## src/rtl/primitives.sv

```systemverilog
// Parameterized counter and register primitives plus a wrapper top
// instantiating the widths the USB protocol FSMs use.

module counter #(
  parameter int WIDTH = 8
) (
  input  logic             clk,
  input  logic             rst_b,
  input  logic             clr_cnt,
  input  logic             inc_cnt,
  input  logic             up,
  output logic [WIDTH-1:0] cnt
);

  always_ff @(posedge clk or negedge rst_b) begin
    if (!rst_b) begin
      cnt <= '0;
    end else if (clr_cnt) begin
      cnt <= '0;
    end else if (inc_cnt) begin
      if (up) cnt <= cnt + WIDTH'(1);
      else    cnt <= cnt - WIDTH'(1);
    end
  end

endmodule

module register #(
  parameter int WIDTH = 8
) (
  input  logic             clk,
  input  logic             rst_b,
  input  logic             clr_reg,
  input  logic             ld_reg,
  input  logic [WIDTH-1:0] D,
  output logic [WIDTH-1:0] Q
);

  always_ff @(posedge clk or negedge rst_b) begin
    if (!rst_b) begin
      Q <= '0;
    end else if (clr_reg) begin
      Q <= '0;
    end else if (ld_reg) begin
      Q <= D;
    end
  end

endmodule

module primitives (
  input  logic        clk,
  input  logic        rst_b,
  input  logic        clr_cnt4,
  input  logic        inc_cnt4,
  input  logic        up4,
  output logic [3:0]  cnt4,
  input  logic        clr_cnt20,
  input  logic        inc_cnt20,
  input  logic        up20,
  output logic [19:0] cnt20,
  input  logic        clr_reg,
  input  logic        ld_reg,
  input  logic [63:0] d,
  output logic [63:0] q
);

  // Retry counter, cycle timer and payload register
  counter #(.WIDTH(4)) u_cnt4 (
    .clk     (clk),
    .rst_b   (rst_b),
    .clr_cnt (clr_cnt4),
    .inc_cnt (inc_cnt4),
    .up      (up4),
    .cnt     (cnt4)
  );

  counter #(.WIDTH(20)) u_cnt20 (
    .clk     (clk),
    .rst_b   (rst_b),
    .clr_cnt (clr_cnt20),
    .inc_cnt (inc_cnt20),
    .up      (up20),
    .cnt     (cnt20)
  );

  register #(.WIDTH(64)) u_reg (
    .clk     (clk),
    .rst_b   (rst_b),
    .clr_reg (clr_reg),
    .ld_reg  (ld_reg),
    .D       (d),
    .Q       (q)
  );

endmodule

```

## config.mk

```make
export PLATFORM = sky130hd
export DESIGN_NAME = primitives
export DESIGN_NICKNAME = d
export VERILOG_FILES = /design/src/rtl/primitives.sv
export SDC_FILE = /design/constraint.sdc
export NUM_CORES = 1
export LEC_CHECK = 0
export ABC_AREA = 1
export CORE_ASPECT_RATIO = 1.25
export CORE_MARGIN = 4
export CORE_UTILIZATION = 30
export DETAILED_ROUTE_END_ITERATION = 8
export PLACE_DENSITY_LB_ADDON = 0.1
export SYNTH_ARGS = -nofsm -noshare
export SYNTH_HDL_FRONTEND = slang
export SYNTH_SLANG_ARGS = --single-unit
```

## constraint.sdc

```tcl
create_clock -name clk -period 4.2 [get_ports clk]
set_input_delay 0.84 -clock clk [delete_from_list [all_inputs] [get_ports clk]]
set_output_delay 0.84 -clock clk [all_outputs]
set_load 0.01 [all_outputs]
```

==> flow_metrics.env, run 1 <==
export IMPL_critical_path_class="in -> reg"
export IMPL_postRouteWirelength_mm=14.3
export IMPL_crit_fanout=18
export IMPL_critical_path_buf_inv_count=3
export IMPL_ys_seq_elements=88
export IMPL_grt_use_met1_pct=19.0
export IMPL_clkSlewWorstSetupHoldPaths_ns=0.06
export IMPL_unrepaired_setup_endpoints_after_global_routing="no"
export IMPL_yosys_warnings=0
export IMPL_post_cts_resized_instances=0
export IMPL_cap_violations=0
export IMPL_gp_congestion=0.935
export IMPL_cp_slowest_cell="sky130_fd_sc_hd__inv_1"
export IMPL_post_synth_instance_area_sq_um=4750
export IMPL_cp_arrival_ns=3.18
export IMPL_fin_setup_tns_ns=0
export IMPL_rows=51
export IMPL_layout_commonest_cell="sky130_fd_sc_hd__clkdlybuf4s50_1"
export IMPL_tritoncts_buffer_count=9
export IMPL_floorplan_io_pins=162
export IMPL_clock_root_buffer="sky130_fd_sc_hd__clkbuf_16"
export IMPL_worst_slew_margin_rel_pct=27.8
export IMPL_antenna_violations_before_repair=0
export IMPL_synth_lib_cells_used_distinct=29
export IMPL_timing_critical_path_cells="clkdlybuf4s50_1 -> inv_1 -> ha_1 -> nand2_1 -> inv_1 -> a21oi_2 -> nand3_2 -> nand2_1 -> nand3_1 -> nand3_1 -> nand2_1"
export IMPL_final_seq_area_sq_um=2200
export IMPL_timing_critical_path_required_ns=4.43
export IMPL_synth_top_family_by_area="simple AND/OR/NAND/NOR gates"
export IMPL_area_growth_synth_to_final_pct=44.0
export IMPL_cp_end_kind="register"
export IMPL_post_route_min_period_ns=2.95
export IMPL_postLayoutCoreUtil_pct=44.0
export IMPL_globalRouteTotalUtil_pct=16.5
export IMPL_postSynthCellCount=605
export IMPL_path_delay_family="buffers and inverters"
export IMPL_worst_clock_skew_ns=0.00218
export IMPL_grt_start_max_net_pins=70
export IMPL_min_delay_path_class="reg -> reg"
export IMPL_num_vias=4459
export IMPL_xor_xnor_cell_area_share_of_the_yosys_netlist_pct=1.29
export IMPL_setup_viol=0
export IMPL_antenna_cells_inserted=0
export IMPL_run_status="complete, no violations"
export IMPL_startpoint_type="input pin"
export IMPL_worst_slew_pin_slew_ns=1.08
export IMPL_layout_worst_path_cycle_share_pct=70.3
export IMPL_detail_route_drc_violations=0
export IMPL_final_layout_size_suffix_gt1_share_pct=5.78
export IMPL_floorplan_core_area_sq_um=15600
export IMPL_finalHoldViolations=0
export IMPL_top_usage_layer="met2"
export IMPL_yosysSeqAreaShare_pct=46.3
export IMPL_peak_ir_drop_on_the_vdd_network_v=0.000148
export IMPL_p_leak_uw=0.00314
export IMPL_final_net_count=854
export IMPL_grt_util_met2_pct=27.8
export IMPL_power_per_cell_area_nw_per_um2=352
export IMPL_final_cell_count_without_fillers=973
export IMPL_synth_compound_gate_area_share_pct=11.0
export IMPL_layout_cells_most_common_list="159 x sky130_fd_sc_hd__clkdlybuf4s50_1, 128 x sky130_fd_sc_hd__nand2_1, 97 x sky130_fd_sc_hd__inv_1"
export IMPL_final_cell_area_sq_um=6840
export IMPL_syn_avg_cell_area_sq_um=7.85
export IMPL_grt_met3_usage_pct=6.54
export IMPL_cpPeakStageDelay_ns=0.56
export IMPL_final_antenna_net_count=0
export IMPL_drt_initial_drc_count=270
export IMPL_syn_nets=701
export IMPL_clock_sinks=88
export IMPL_synth_fa_ha_area_share_pct=6.11
export IMPL_dieArea_sq_um=17900
export IMPL_muxShareOfSynthArea_pct=0
export IMPL_grt_pass1_vias=4885
export IMPL_report_final_slew_viol_count=0
export IMPL_path_common_cell="sky130_fd_sc_hd__nand2_1"
export IMPL_place_inst=959
export IMPL_fillers=1627
export IMPL_cts_tree="yes"
export IMPL_htree_levels=3
export IMPL_grt_overflow_total=0
export IMPL_io_buffer_count=161
export IMPL_detail_route_wl_per_cell_um=14.7
export IMPL_die_y_um=149
export IMPL_postCtsSetupBuffers=0
export IMPL_firstDrtPassIters=4
export IMPL_yosys_area_share_simple_pct=25.3
export IMPL_post_cts_hold_buffer_count=0
export IMPL_clock_tree_buffer_depth=2
export IMPL_grt_first_pass_wirelength_mm=24.0
export IMPL_placedInstanceArea_sq_um=6560
export IMPL_multi_input_comb_area_sq_um=2080
export IMPL_start_util_pct=30.5
export IMPL_viasPerCell=4.58
export IMPL_clk_latency_ns=0.34
export IMPL_fmax_mhz=339
export IMPL_floorplan_die_width_um=121
export IMPL_post_dp_hpwl_mm=10.3
## routing by layer
| layer | wire length (um) | vias to the layer above |
|---|---|---|
| met3 | 1140 | 24 |
| li1 | - | 2243 |
| met2 | 6900 | 115 |
| met1 | 5950 | 2077 |
| met4 | 322 | 0 |
| met5 | 0 | - |
## state kept, by name, summed over array words and instances, names as in the netlist
signal       cells
u_cnt20.cnt     20
u_reg.Q         64
u_cnt4.cnt       4
## where the power goes
part	leakage, uW	internal [uW]	switching, uW
logic	0.00183	303	344
registers	0.00117	912	50.4
clock network	0.000142	456	343
## cells by family after synthesis
logic type / Yosys count
AO/OA/AOI/OAI: 101
XOR/XNOR: 7
adder cells (fa/ha/maj): 22
buffers and inverters: 124
flip-flops: 88
AND/OR/NAND/NOR: 263
## cell usage after synthesis (all sizes together)
| master | count | area (sq um) |
|---|---|---|
| buf | 3 | 17.5 |
| xnor2 | 6 | 52.6 |
| o31ai | 2 | 15.0 |
| dfrtp | 88 | 2200 |
| clkbuf | 20 | 75.1 |
| nand3b | 6 | 45.0 |
| o21bai | 2 | 15.0 |
| nand3 | 90 | 485 |
| a21oi | 18 | 97.6 |
| inv | 101 | 379 |
| o21ai | 79 | 395 |
| nand2 | 131 | 499 |
| ha | 20 | 250 |
| nand4 | 2 | 12.5 |
| and2 | 2 | 15.0 |
| xor2 | 1 | 8.76 |
| or2 | 1 | 6.26 |
| nor3 | 3 | 25.0 |
| nor2 | 28 | 115 |
| fa | 2 | 40.0 |
## area by class of cell
class	instances	area share, %
multi-input cells	393	30.4
well taps	212	3.88
inverters	101	5.54
clock buffers	9	3.29
repair buffers	165	23.9
clock inverters	5	0.841
flip-flops and latches	88	32.2
## worst register-to-register path: cells and delay by family (launching register included)
family | cells | cell delay [ns]
DFF | 1 | 0.45
adders and majority gates | 1 | 0.43
and+or+nand+nor | 9 | 0.80
buffers and inverters | 2 | 0.22
## metrics by stage
stage               setup slack, ns  power, uW  hold slack [ns]
floorplan                      1.84       1310            0.537
global placement              0.945       1620            0.505
detailed placement            0.889       1630            0.506
CTS                            1.25       2440            0.521
global route                   1.03       2560            0.551
finish                         1.25       2410            0.514
## final timing paths
check	depth (start not counted)	from	slack, ns	end
worst min-delay path	2	u_cnt20.cnt[2]$_DFFE_PN0P_	0.51	u_cnt20.cnt[2]$_DFFE_PN0P_
min in group asynchronous	1	rst_b	0.61	u_cnt20.cnt[5]$_DFFE_PN0P_
worst max-delay path	11	up20	1.25	u_cnt20.cnt[18]$_DFFE_PN0P_
max in group asynchronous	2	rst_b	2.77	u_reg.Q[29]$_DFFE_PN0P_
worst max register to register	12	u_cnt20.cnt[0]$_DFFE_PN0P_	2.21	u_cnt20.cnt[14]$_DFFE_PN0P_
worst min register to register	2	u_cnt20.cnt[2]$_DFFE_PN0P_	0.51	u_cnt20.cnt[2]$_DFFE_PN0P_
No activity file was read; power rests on OpenSTA's default activity.
==> inputs of run 2 (changes only) <==
clock period = 2.65 ns   (was 4.2 ns; I/O delays follow)
==> run 2 against run 1 <==
  * Utilization grew 0.72 points
  * Design area grew 1.6%
  * Die area is the same
  * Setup slack lost 0.83 ns
  * Cell count grew 1.0%
  * Combinational power grew 63%
  * Highest routed layer unchanged
  * Sequential power grew 59%
  * Largest cell class unchanged
  * Non-clock buffer count grew 8
  * Critical path depth grew 1
  * Power grew 61%
==> flow_metrics.env, run 2 (synthesis gave the netlist of run 1 again) <==
export IMPL_run_status="complete, no violations"
export IMPL_critical_path_reg2reg_startpoint="u_cnt20.cnt[0]$_DFFE_PN0P_"
export IMPL_cap_violations=0
export IMPL_grt_start_max_net_pins=65
export IMPL_detail_route_drc_violations=0
export IMPL_power_per_cell_area_nw_per_um2=557
export IMPL_register_containing_the_most_flip_flops_in_the_final_layout="u_reg.Q"
export IMPL_antenna_violations_before_repair=0
export IMPL_final_seq_area_sq_um=2200
export IMPL_unrepaired_setup_endpoints_after_global_routing="no"
export IMPL_setup_slack_placement_ns=0.0799
export IMPL_postRouteWirelength_mm=14.4
export IMPL_min_delay_path_class="in -> async"
export IMPL_timing_critical_path_required_ns=2.88
export IMPL_peak_ir_drop_on_the_vdd_network_v=0.000221
export IMPL_rows=51
export IMPL_detail_route_wl_per_cell_um=14.7
export IMPL_critical_path_reg2reg_endpoint="u_cnt20.cnt[14]$_DFFE_PN0P_"
export IMPL_start_util_pct=30.5
export IMPL_grt_overflow_total=0
export IMPL_antenna_cells_inserted=0
export IMPL_layout_cells_most_common_list="159 x sky130_fd_sc_hd__clkdlybuf4s50_1, 128 x sky130_fd_sc_hd__nand2_1, 97 x sky130_fd_sc_hd__inv_1"
export IMPL_report_final_slew_viol_count=0
export IMPL_placedInstanceArea_sq_um=6660
export IMPL_worst_slew_margin_rel_pct=55.5
export IMPL_worst_slew_pin_slew_ns=0.668
export IMPL_num_vias=4511
export IMPL_worst_clock_skew_ns=0.00515
export IMPL_post_route_min_period_ns=2.23
export IMPL_timing_reg2reg_worst_path_depth=12
export IMPL_critical_path_class="in -> reg"
export IMPL_clock_tree_buffer_depth=2
export IMPL_floorplan_core_area_sq_um=15600
export IMPL_final_cell_area_sq_um=6960
export IMPL_floorplan_io_pins=162
export IMPL_die_y_um=149
export IMPL_layout_worst_path_cycle_share_pct=84.0
export IMPL_fillers=1599
export IMPL_tritoncts_buffer_count=9
export IMPL_layout_commonest_cell="sky130_fd_sc_hd__clkdlybuf4s50_1"
export IMPL_gp_congestion=0.901
export IMPL_globalRouteTotalUtil_pct=16.5
export IMPL_htree_levels=3
export IMPL_clock_root_buffer="sky130_fd_sc_hd__clkbuf_16"
export IMPL_biggestRegsByFlops="u_reg.Q x64, u_cnt20.cnt x20, u_cnt4.cnt x4"
export IMPL_cp_end_kind="register"
export IMPL_finalHoldViolations=0
export IMPL_io_buffer_count=161
export IMPL_crit_fanout=18
export IMPL_cp_arrival_ns=2.46
export IMPL_multi_input_comb_area_sq_um=2080
export IMPL_finalHoldWorstSlack_ns=0.188
export IMPL_final_net_count=862
export IMPL_clkSlewWorstSetupHoldPaths_ns=0.06
export IMPL_final_antenna_net_count=0
export IMPL_fmax_mhz=449
export IMPL_area_growth_synth_to_final_pct=46.4
export IMPL_clock_sinks=88
export IMPL_dieArea_sq_um=17900
export IMPL_firstDrtPassIters=4
export IMPL_viasPerCell=4.59
export IMPL_setup_viol=0
export IMPL_post_dp_hpwl_mm=10.6
export IMPL_startpoint_type="input pin"
export IMPL_floorplan_die_width_um=121
export IMPL_final_layout_size_suffix_gt1_share_pct=6.61
export IMPL_worst_slack_ns=0.423
export IMPL_post_cts_hold_buffer_count=0
export IMPL_drt_initial_drc_count=216
export IMPL_grt_pass1_vias=4685
export IMPL_cts_tree="yes"
export IMPL_regToRegSetupSlack_ns=0.73
export IMPL_flip_flop_count_of_the_largest_register_all_copies_and_words_added=64
export IMPL_postCtsSetupBuffers=0
export IMPL_grt_first_pass_wirelength_mm=23.6
export IMPL_post_cts_resized_instances=0
export IMPL_p_leak_uw=0.00320
export IMPL_fin_setup_tns_ns=0
export IMPL_clk_latency_ns=0.34
==> run 2: cell count changes in the layout (fill, tap and decap cells not counted), sizes merged <==
cell,delta
clkbuf,+3
clkinv,-1
buf,+8
==> run 2: area by class of cell <==
| class | count | area share (%) |
|---|---|---|
| flip-flops and latches | 88 | 31.7 |
| multi-input cells | 393 | 29.9 |
| repair buffers | 173 | 24.9 |
| inverters | 101 | 5.45 |
| well taps | 212 | 3.81 |
| clock buffers | 12 | 3.54 |
| clock inverters | 4 | 0.756 |
==> run 2: worst max-delay path by stage <==
stage,slack (ns),startpoint,depth (start not counted),to
floorplan,0.60,up20,10,u_cnt20.cnt[18]$_DFFE_PN0P_
global placement,0.09,up20,12,u_cnt20.cnt[16]$_DFFE_PN0P_
detailed placement,0.08,up20,12,u_cnt20.cnt[16]$_DFFE_PN0P_
CTS,0.44,up20,12,u_cnt20.cnt[16]$_DFFE_PN0P_
global route,0.23,up20,12,u_cnt20.cnt[18]$_DFFE_PN0P_
finish,0.42,up20,12,u_cnt20.cnt[16]$_DFFE_PN0P_
==> run 2: per-stage QoR <==
step	total power (uW)	cells	util, %
6_report	3870	983	44.7
4_1_cts	3940	983	44.7
3_5_place_dp	2610	967	42.8
3_3_place_gp	2590	967	42.8
2_1_floorplan	2080	605	-
5_1_grt	4120	983	44.7
==> run 2: power breakdown <==
part           switching [uW]  leakage, uW  internal (uW)  total (uW)
clock network             539     0.000147            762        1300
logic                     549      0.00188            497        1050
registers                80.0      0.00117           1450        1530
==> run 2: critical path, cell delays in order <==
cell and delay (ns):
sky130_fd_sc_hd__clkdlybuf4s50_1 0.48, sky130_fd_sc_hd__inv_1 0.07, sky130_fd_sc_hd__buf_12 0.16, sky130_fd_sc_hd__ha_1 0.35
sky130_fd_sc_hd__a21oi_1 0.26, sky130_fd_sc_hd__nor2_1 0.07, sky130_fd_sc_hd__nor2_1 0.11, sky130_fd_sc_hd__nand2_2 0.10
sky130_fd_sc_hd__nand2_1 0.10, sky130_fd_sc_hd__nand3b_1 0.09, sky130_fd_sc_hd__nand3_1 0.09, sky130_fd_sc_hd__nand2_1 0.05
==> run 2: routing by layer <==
layer / global-route usage, % / wire length, um / vias to the layer above
li1: - / - / 2261
met1: 19.3 / 5910 / 2111
met2: 27.8 / 7080 / 126
met3: 6.20 / 1200 / 13
met4: 5.33 / 238 / 0
met5: 0 / 0 / -
==> inputs of run 3 (changes only) <==
clock period = 1.9 ns   (was 2.65 ns; I/O delays follow)
==> run 3 against run 2 <==
  * Count of clock-buffer cells in the layout is 2 lower
  * Setup slack got worse by 0.28 ns
  * Utilization grew 3.7 points
  * Non-clock buffer count grew 37
  * Design area up 8.4%
  * Wire length grew 3.2%
  * Worst hold slack better by 0.29 ns
  * Register-to-register slack got worse by 0.57 ns
  * Sequential cell count unchanged
  * Sequential power grew 41%
==> flow_metrics.env, run 3 (synthesis gave the netlist of run 1 again) <==
export IMPL_postRouteWirelength_mm=14.9
export IMPL_grt_pass1_vias=4953
export IMPL_multi_input_comb_area_sq_um=2340
export IMPL_cp_arrival_ns=1.38
export IMPL_path_delay_family="buffers and inverters"
export IMPL_timing_critical_path_cells="buf_4 -> clkdlybuf4s50_1"
export IMPL_final_antenna_net_count=0
export IMPL_floorplan_die_width_um=121
export IMPL_post_dp_hpwl_mm=10.8
export IMPL_clock_root_buffer="sky130_fd_sc_hd__clkbuf_16"
export IMPL_postLayoutCoreUtil_pct=48.4
export IMPL_floorplan_core_area_sq_um=15600
export IMPL_layout_commonest_cell="sky130_fd_sc_hd__clkdlybuf4s50_1"
export IMPL_io_buffer_count=161
export IMPL_detail_route_wl_per_cell_um=14.6
export IMPL_post_route_min_period_ns=1.76
export IMPL_area_growth_synth_to_final_pct=58.6
export IMPL_cp_slowest_cell="sky130_fd_sc_hd__clkdlybuf4s50_1"
export IMPL_detail_route_drc_violations=0
export IMPL_drt_initial_drc_count=164
export IMPL_tritoncts_buffer_count=9
export IMPL_min_delay_path_class="in -> async"
export IMPL_grt_overflow_total=0
export IMPL_gp_congestion=0.806
export IMPL_cap_violations=0
export IMPL_dieArea_sq_um=17900
export IMPL_clk_latency_ns=0.35
export IMPL_rows=51
export IMPL_globalRouteTotalUtil_pct=17.0
export IMPL_layout_cells_most_common_list="158 x sky130_fd_sc_hd__clkdlybuf4s50_1, 122 x sky130_fd_sc_hd__nand2_1, 96 x sky130_fd_sc_hd__inv_1"
export IMPL_grt_first_pass_wirelength_mm=24.4
export IMPL_floorplan_io_pins=162
export IMPL_regToRegSetupSlack_ns=0.16
export IMPL_timing_critical_path_required_ns=1.52
export IMPL_register_containing_the_most_flip_flops_in_the_final_layout="u_reg.Q"
export IMPL_worst_clock_skew_ns=0.00528
export IMPL_unrepaired_setup_endpoints_after_global_routing="no"
export IMPL_worstSetupPathDepth=2
export IMPL_startpoint_type="register"
export IMPL_num_vias=4690
export IMPL_flip_flop_count_of_the_largest_register_all_copies_and_words_added=64
export IMPL_clock_sinks=88
export IMPL_antenna_cells_inserted=0
export IMPL_die_y_um=149
export IMPL_worst_slew_margin_rel_pct=54.5
export IMPL_final_layout_size_suffix_gt1_share_pct=15.0
export IMPL_clkSlewWorstSetupHoldPaths_ns=0.07
export IMPL_crit_fanout=5
export IMPL_p_leak_uw=0.00338
export IMPL_final_net_count=899
export IMPL_biggestRegsByFlops="u_reg.Q x64, u_cnt20.cnt x20, u_cnt4.cnt x4"
export IMPL_report_final_slew_viol_count=0
export IMPL_cts_tree="yes"
export IMPL_finalHoldViolations=0
export IMPL_peak_ir_drop_on_the_vdd_network_v=0.000372
export IMPL_layout_worst_path_cycle_share_pct=92.5
export IMPL_setup_viol=0
export IMPL_htree_levels=3
export IMPL_fillers=1544
export IMPL_power_per_cell_area_nw_per_um2=766
export IMPL_timing_reg2reg_worst_path_depth=12
export IMPL_run_status="complete, no violations"
export IMPL_cpPeakStageDelay_ns=0.53
export IMPL_firstDrtPassIters=4
export IMPL_clock_tree_buffer_depth=2
export IMPL_critical_path_reg2reg_startpoint="u_cnt20.cnt[0]$_DFFE_PN0P_"
export IMPL_critical_path_buf_inv_count=2
export IMPL_antenna_violations_before_repair=0
export IMPL_fin_setup_tns_ns=0
export IMPL_critical_path_class="reg -> out"
export IMPL_fmax_mhz=569
export IMPL_cp_end_kind="primary output"
export IMPL_final_seq_area_sq_um=2200
export IMPL_viasPerCell=4.60
export IMPL_start_util_pct=30.5
export IMPL_critical_path_reg2reg_endpoint="u_cnt20.cnt[16]$_DFFE_PN0P_"
export IMPL_worst_slew_pin_slew_ns=0.682
export IMPL_grt_start_max_net_pins=65
==> run 3: cell count changes in the layout (fill, tap and decap cells not counted), moves of 6 or more <==
cell	change
sky130_fd_sc_hd__buf_4	+34
sky130_fd_sc_hd__ha_1	-17
sky130_fd_sc_hd__ha_4	+17
sky130_fd_sc_hd__nand2_1	-6
sky130_fd_sc_hd__nand2_2	+6
==> run 3: metrics by stage <==
step                      total power, uW  cells  cell area (sq um)  hold slack, ns  setup slack, ns
after floorplan                      2900    605               4760          0.0844           0.0422
after global placement               3770    999               6910           0.323           -0.596
after detailed placement             3780    999               6910           0.325           -0.600
after CTS                            5840   1018               7510           0.496          0.00878
after global routing                 6130   1020               7540           0.518           0.0130
final                                5780   1020               7540           0.482            0.142
==> run 3: how the worst max path moves through the flow <==
stage / start / end
floorplan: up20 / u_cnt20.cnt[18]$_DFFE_PN0P_
global placement: up20 / u_cnt20.cnt[14]$_DFFE_PN0P_
detailed placement: up20 / u_cnt20.cnt[14]$_DFFE_PN0P_
CTS: up20 / u_cnt20.cnt[18]$_DFFE_PN0P_
global route: u_cnt20.cnt[1]$_DFFE_PN0P_ / u_cnt20.cnt[12]$_DFFE_PN0P_
finish: u_cnt20.cnt[0]$_DFFE_PN0P_ / cnt20[0]
==> run 3: report_power, final <==
part	switching [uW]	total (uW)	internal [uW]
Clock	826	1870	1040
Sequential	134	2150	2020
Combinational	825	1760	934
Total	1790	5780	3990
==> run 3: what timing repair did <==
| item | CTS | global route |
|---|---|---|
| gates resized for setup | 30 | 7 |
| cloned | 1 | 0 |
| setup endpoints to repair | 17 | 16 |
| endpoints found under the hold margin | 23 | 0 |
| buffers inserted | 1 | 2 |
| pin swaps | 2 | 2 |
| hold buffers | 1 | 0 |
==> run 3: metal layers <==
metal  wire, um  vias up  global-route usage (%)  part of all wire (%)
met3       1040       30                    5.93                   7.0
li1           -     2343                       -                     -
met1       6090     2202                    19.7                    41
met2       7380      115                    29.0                    50
met5          0        -                       0                     0
met4        368        0                    6.35                   2.5
==> run 3: worst register-to-register path, stage by stage, from the launching register on <==
cell and delay [ns]:
sky130_fd_sc_hd__dfrtp_1 0.36, sky130_fd_sc_hd__inv_1 0.06, sky130_fd_sc_hd__fa_1 0.42, sky130_fd_sc_hd__inv_1 0.10, sky130_fd_sc_hd__nand3_1 0.07, sky130_fd_sc_hd__nand3_1 0.12
sky130_fd_sc_hd__nand2_1 0.09, sky130_fd_sc_hd__nand2_2 0.11, sky130_fd_sc_hd__nand2_1 0.08, sky130_fd_sc_hd__nand2_1 0.06, sky130_fd_sc_hd__nand2_1 0.05, sky130_fd_sc_hd__nand3_1 0.06
sky130_fd_sc_hd__nand2_1 0.05
==> run 3: final cells by class <==
cell class                 instances  area share [%]
multi-input combinational        393            31.0
sequential                        88            29.2
timing repair buffer             210            27.1
inverter                         101            5.08
tap                              212            3.52
clock buffer                      10            3.04
clock inverter                     6            1.01
